===== src/rtl/interrupt_sequencer.sv =====
// Interrupt arbiter for the 6502 core: picks reset/NMI/IRQ/BRK, drives brkNow and tracks the shared BRK sequence.
// Optional macro INT_SYNC_EN adds 2-flop synchronizers on nmi_n and irq_n.
module interrupt_sequencer #(
  parameter int TIMEOUT = 15
) (
  input  logic       phi1,
  input  logic       rst,
  input  logic       haltAll,
  input  logic       nmi_n,
  input  logic       irq_n,
  input  logic       iFlag,
  input  logic       fsmFetch,
  input  logic       brkOpcode,
  input  logic       intHandled,
  output logic       brkNow,
  output logic [1:0] vecSel,
  output logic       setB,
  output logic       nmiPend,
  output logic       timeoutErr
);

  typedef enum logic [1:0] {
    RST_SEQ = 2'd0,
    IDLE    = 2'd1,
    SERVICE = 2'd2
  } state_t;

  localparam logic [3:0] CNT_LAST = 4'(TIMEOUT - 1);

  state_t     state;
  logic [3:0] cnt;
  logic       nmiPrev;
  logic       nmi_pin;
  logic       irq_pin;
  logic       irq_req;
  logic       nmi_edge;
  logic       nmi_take;

`ifdef INT_SYNC_EN
  logic [1:0] nmi_sync;
  logic [1:0] irq_sync;

  always_ff @(posedge phi1) begin
    if (rst) begin
      nmi_sync <= 2'b11;
      irq_sync <= 2'b11;
    end else if (!haltAll) begin
      nmi_sync <= {nmi_sync[0], nmi_n};
      irq_sync <= {irq_sync[0], irq_n};
    end
  end

  assign nmi_pin = nmi_sync[1];
  assign irq_pin = irq_sync[1];
`else
  assign nmi_pin = nmi_n;
  assign irq_pin = irq_n;
`endif

  assign irq_req  = ~irq_pin & ~iFlag;
  assign nmi_edge = nmiPrev & ~nmi_pin;
  assign brkNow   = ~haltAll & fsmFetch & (state == IDLE) & (nmiPend | irq_req | brkOpcode);
  assign nmi_take = brkNow & nmiPend;

  always_ff @(posedge phi1) begin
    if (rst) begin
      state      <= RST_SEQ;
      vecSel     <= 2'b10;
      setB       <= 1'b0;
      nmiPend    <= 1'b0;
      nmiPrev    <= 1'b1;
      timeoutErr <= 1'b0;
      cnt        <= 4'd0;
    end else if (!haltAll) begin
      nmiPrev <= nmi_pin;
      // A new edge beats the clear from a simultaneous NMI hijack.
      nmiPend <= nmi_edge | (nmiPend & ~nmi_take);
      case (state)
        IDLE: begin
          if (brkNow) begin
            state <= SERVICE;
            cnt   <= 4'd0;
            if (nmiPend) begin
              vecSel <= 2'b01;
              setB   <= 1'b0;
            end else if (irq_req) begin
              vecSel <= 2'b00;
              setB   <= 1'b0;
            end else begin
              vecSel <= 2'b00;
              setB   <= 1'b1;
            end
          end
        end
        default: begin
          // intHandled has priority over the watchdog expiring on the same cycle.
          if (intHandled) begin
            state <= IDLE;
            cnt   <= 4'd0;
          end else if (cnt == CNT_LAST) begin
            state      <= IDLE;
            cnt        <= 4'd0;
            timeoutErr <= 1'b1;
          end else begin
            cnt <= cnt + 4'd1;
          end
        end
      endcase
    end
  end

endmodule

===== config.mk =====
export PLATFORM = sky130hd
export DESIGN_NAME = interrupt_sequencer
export DESIGN_NICKNAME = d
export VERILOG_FILES = /design/src/rtl/interrupt_sequencer.sv
export SDC_FILE = /design/constraint.sdc
export NUM_CORES = 1
export LEC_CHECK = 0
export CORE_MARGIN = 3
export CORE_UTILIZATION = 40
export CTS_CLUSTER_SIZE = 10
export DETAILED_ROUTE_END_ITERATION = 12
export PLACE_DENSITY = 0.71
export SLEW_MARGIN = 20
export SYNTH_ARGS = -nofsm -noshare
export SYNTH_HDL_FRONTEND = slang
export SYNTH_SLANG_ARGS = --single-unit

===== constraint.sdc =====
create_clock -name phi1 -period 1.6 [get_ports phi1]
set_input_delay 0.16 -clock phi1 [delete_from_list [all_inputs] [get_ports phi1]]
set_output_delay 0.16 -clock phi1 [all_outputs]
set_load 0.1 [all_outputs]

Word level (Yosys, flattened, before mapping):

Index checks and enable logic that the tools add are counted.

* memories: 0
* logic and storage cells: 44
* latch bits: 0
* memory bits (writable): 0
* memory bits (read-only): 0
* input port bits: 9
* register bits: 12

* mux-type cells: 11
* divide/modulo/power cells: 0
* order comparisons: 0
* shift operators: 0
* reductions and logical operators: 5
* equal/unequal tests: 3
* multiply operators: 0
* $add $sub $neg: 1
* bitwise operators: 17

Operator list (number)
* $mux 4: 4
* $mux 2: 4
* $and 1x1->1: 7
* $not 1->1: 7
* $reduce_and 3->1: 2
* $add 4x1->4 const B: 1
* $eq 4x4->1 const B: 1
* $reduce_and 4->1: 1
* $mux 1: 3
* $or 1x1->1: 3
* $reduce_bool 3->1: 1
* $eq 2x1->1 const B: 1
* $ne 2x2->1 const B: 1
* $reduce_and 2->1: 1

Logic depth before layout (Yosys ltp):

* depth after elaboration: 9
* depth in mapped cells: 6

Least setup slack after synthesis:

No wires, ideal clock.

* path type: register -> register
* start: register nmiPend
* end: register cnt[2]
* clock period less this slack: 2.055 ns
* library setup time: 0.120 ns
* setup slack: -0.455 ns
* path buffers: 0
* required time: 1.480 ns
* arrival time: 1.935 ns
* stages on the path, launching flop included: 6
* cell sequence: dfxtp_1 > o21bai_1 > o21ai_4 > inv_6 > nor3_1 > a211o_1

* word-level cells in the longest chain between the ends: 5

RTL lines
* from (decl): line 18 `output logic nmiPend,`
* from (signal assigned): line 77 `nmiPend <= nmi_edge | (nmiPend & ~nmi_take);`
* $or 1x1->1 (2 in series): line 62 `assign brkNow = ~haltAll & fsmFetch & (state == IDLE) & (nmiPend | irq_req | brkOpcode);`
* $and 1x1->1: line 62
* via brkNow: line 15 `output logic brkNow,`
* $ne 2x2->1 (no source line)
* $reduce_and 2->1 (no source line)
* to (signal assigned): line 105 `cnt <= cnt + 4'd1;`
* to (decl): line 31 `logic [3:0] cnt;`

The timed path passes the listed nets, and every way through them passes these cells.
A chain may end at the register's enable or synchronous reset.

Worst setup path after layout:

* start: register state[1]
* end: output port brkNow

* word-level cells in the longest chain between the ends: 3

RTL lines
* from (decl): line 30 `state_t state;`
* from (signal assigned): line 67 `state <= RST_SEQ;`
* from (signal assigned): line 81 `state <= SERVICE;`
* from (signal assigned): line 98 `state <= IDLE;`
* $eq 2x1->1: line 62
* $and 1x1->1 (2 in series): line 62
* to (decl): line 15

Every way passes these cells.

==> flow_summary.json <==
{
  "status": "completed",
  "ys.flop_type": "dfxtp_1",
  "num-fill-cells": 93,
  "ys_seq_elements": 12,
  "ys_top_cells_by_area": "dfxtp_1 43%, nor2_1 4.7%, a21oi_1 4.4%, ha_1 4.4%, a21o_1 4.0%",
  "post-route-util_pct": 76.1,
  "die_area_um2": 1900,
  "die_y_um": 43.6,
  "critPathRequiredTime_ns": 1.44,
  "critPathKind": "reg -> out",
  "wire_per_inst_um": 13.6,
  "rsz0062_at_grt": "true",
  "synth.most_common_cell": "dfxtp_1",
  "worstMarginPinSlew_ns": 0.205,
  "clk_path_buf_depth": 2,
  "htree_levels": 1,
  "cts_tree": "yes",
  "n_antenna_cell": 0,
  "clock-root-buffer": "clkbuf_4",
  "finalNetCount": 98,
  "gp_congestion": 0.786,
  "drv_cap": 0,
  "grt_pass1_vias": 548,
  "power_density_nw_per_um2": 703,
  "syn_inst": 59,
  "insertion_delay_ns": 0.28,
  "finalHoldViolCount": 0,
  "yosysTopAreaCell": "dfxtp_1",
  "synthSimpleGateAreaFrac_pct": 26.6,
  "vias_per_cell": 5.36,
  "syn_area_per_cell_um2": 9.56,
  "die_w_um": 43.6,
  "synth_top_family_by_area": "simple AND/OR/NAND/NOR gates",
  "antenna_left": 0,
  "fmax_ghz": 0.645,
  "synth.distinct_cells": 29,
  "holdBufCountCts": 0,
  "grt_max_degree": 11,
  "crit_arrival_ns": 1.39,
  "drt_iter0_drc": 9,
  "synth_edf_count": 0,
  "peakVddDrop_mv": 0.586,
  "relSlewSlack_pct": 86.3,
  "clock_skew_ns": 0.0130,
  "syn_area_um2": 564,
  "synthXorXnorAreaFrac_pct": 0,
  "dp_cells": 96,
  "remaining_drc_errors": 0,
  "hold_path.class": "reg -> reg",
  "yosysWarnings": 0,
  "synthAdderAreaFrac_pct": 4.43,
  "areaGrowthSynthToFinish_pct": 64.1,
  "synth_mux_area_share_pct": 0,
  "period_share_pct": 97.0,
  "synth_commonest_cells": "12 x dfxtp_1, 7 x nor2_1, 5 x a21oi_1, 4 x nor3_1, 3 x a21o_1",
  "final-max-slew-violation-count": 0,
  "synth.top_cell.area_share_pct": 42.6,
  "async_reset_ff_share_pct": 0,
  "dp_hpwl_um": 1070,
  "antenna_found_initial": 0,
  "io_pins": 15,
  "end_kind": "output port",
  "synth_compound_area_share_pct": 21.5,
  "yosysSeqAreaShare_pct": 42.6,
  "ff_latch_area_um2": 245,
  "port_buffers": 14,
  "cts.sinks": 12,
  "wirelength_um": 1360,
  "drt_first_pass_iters": 2,
  "synth_fp_nets": 70,
  "cts.clk_slew.worst_paths_ns": 0.08,
  "multi_input_area_um2": 339,
  "core.rowCount": 12,
  "critPathLaunchType": "register",
  "overflow": 0,
  "core_um2": 1220,
  "vias": 536,
  "drive_gt1_share_pct": 37.2,
  "timing.final.crit_period_ns": 1.55,
  "grt_pass1_wl_um": 2290,
  "grt_usage_pct": 16.8,
  "initial_core_util_pct": 46.4,
  "instances_no_fill": 100,
  "crit_fanout": 4,
  "finalSetupViolCount": 0,
  "p_leak_nw": 0.381,
  "numCtsBuffers": 3
}
[registers in the layout, indices dropped and copies added (netlist names)]
register and flops:
timeoutErr 1, nmiPrev 1, state 2, setB 1, cnt 4, vecSel 2
nmiPend 1
[critical path: stages, from the launching register on]
cell and delay (ns):
dfxtp_1 0.33, and4bb_4 0.36, o21ai_4 0.08, inv_8 0.06
buf_4 0.12, buf_12 0.17
[power breakdown]
part | switching (mW) | internal (mW) | leakage, nW | total [mW]
sequential | 0.00857 | 0.308 | 0.0987 | 0.316
combinational | 0.0694 | 0.0648 | 0.267 | 0.134
clock | 0.103 | 0.0968 | 0.0150 | 0.200
total | 0.181 | 0.470 | 0.381 | 0.651
[cells by family after synthesis]
family,Yosys count
buf+inv,4
flops,12
compound gates,17
fa+ha+maj,2
simple gates,24
[worst paths after layout]
check	from	endpoint	slack (ns)	cells past startpoint
worst min-delay path	nmiPrev$_SDFFE_PP1N_	nmiPend$_SDFFE_PP0N_	0.46	2
worst max register to register	cnt[0]$_SDFFE_PP0P_	cnt[2]$_SDFFE_PP0P_	0.05	6
worst min register to register	nmiPrev$_SDFFE_PP1N_	nmiPend$_SDFFE_PP0N_	0.46	2
worst max-delay path	state[1]$_SDFFE_PP0P_	brkNow	0.05	5
[cell type report]
type	count	share of cell area (%)
Multi-Input combinational cell	43	36.6
Inverter	2	1.62
Clock buffer	4	2.84
Tap cell	14	1.89
Timing Repair Buffer	25	30.5
Sequential cell	12	26.5
[what timing repair did]
action	4_1_cts	5_1_grt
gates resized for setup	4	2
setup endpoints to repair	1	3
pin swaps	5	2
setup buffers	0	0
[layout by cell type, fill, tap and decap left out, types with 3 or more instances in the layout]
master	instances
a21oi_1	5
nor2_1	7
clkdlybuf4s50_1	8
a21o_1	3
nor3_1	4
dfxtp_1	10
buf_12	6
clkbuf_4	3
buf_4	11
[through the flow]
stage	hold slack [ns]	TNS (ns)	cell area [um^2]	setup slack (ns)	power, mW
6_report	0.459	0	926	0.0487	0.651
5_1_grt	0.495	-0.0105	926	-0.0103	0.682
4_1_cts	0.464	-0.0350	912	-0.0350	0.659
3_5_place_dp	0.451	-0.123	868	-0.0648	0.454
3_3_place_gp	0.449	-0.0724	868	-0.0461	0.451
2_1_floorplan	0.316	-0.0446	583	-0.0375	0.392
[routing by layer]
metal	up-vias	wire length, um	global-route usage (%)
met1	250	588	17.2
met3	4	81	8.30
met4	0	24	7.23
li1	270	-	-
met5	-	0	0
met2	12	667	28.8
(Power assumes the default switching activity.)
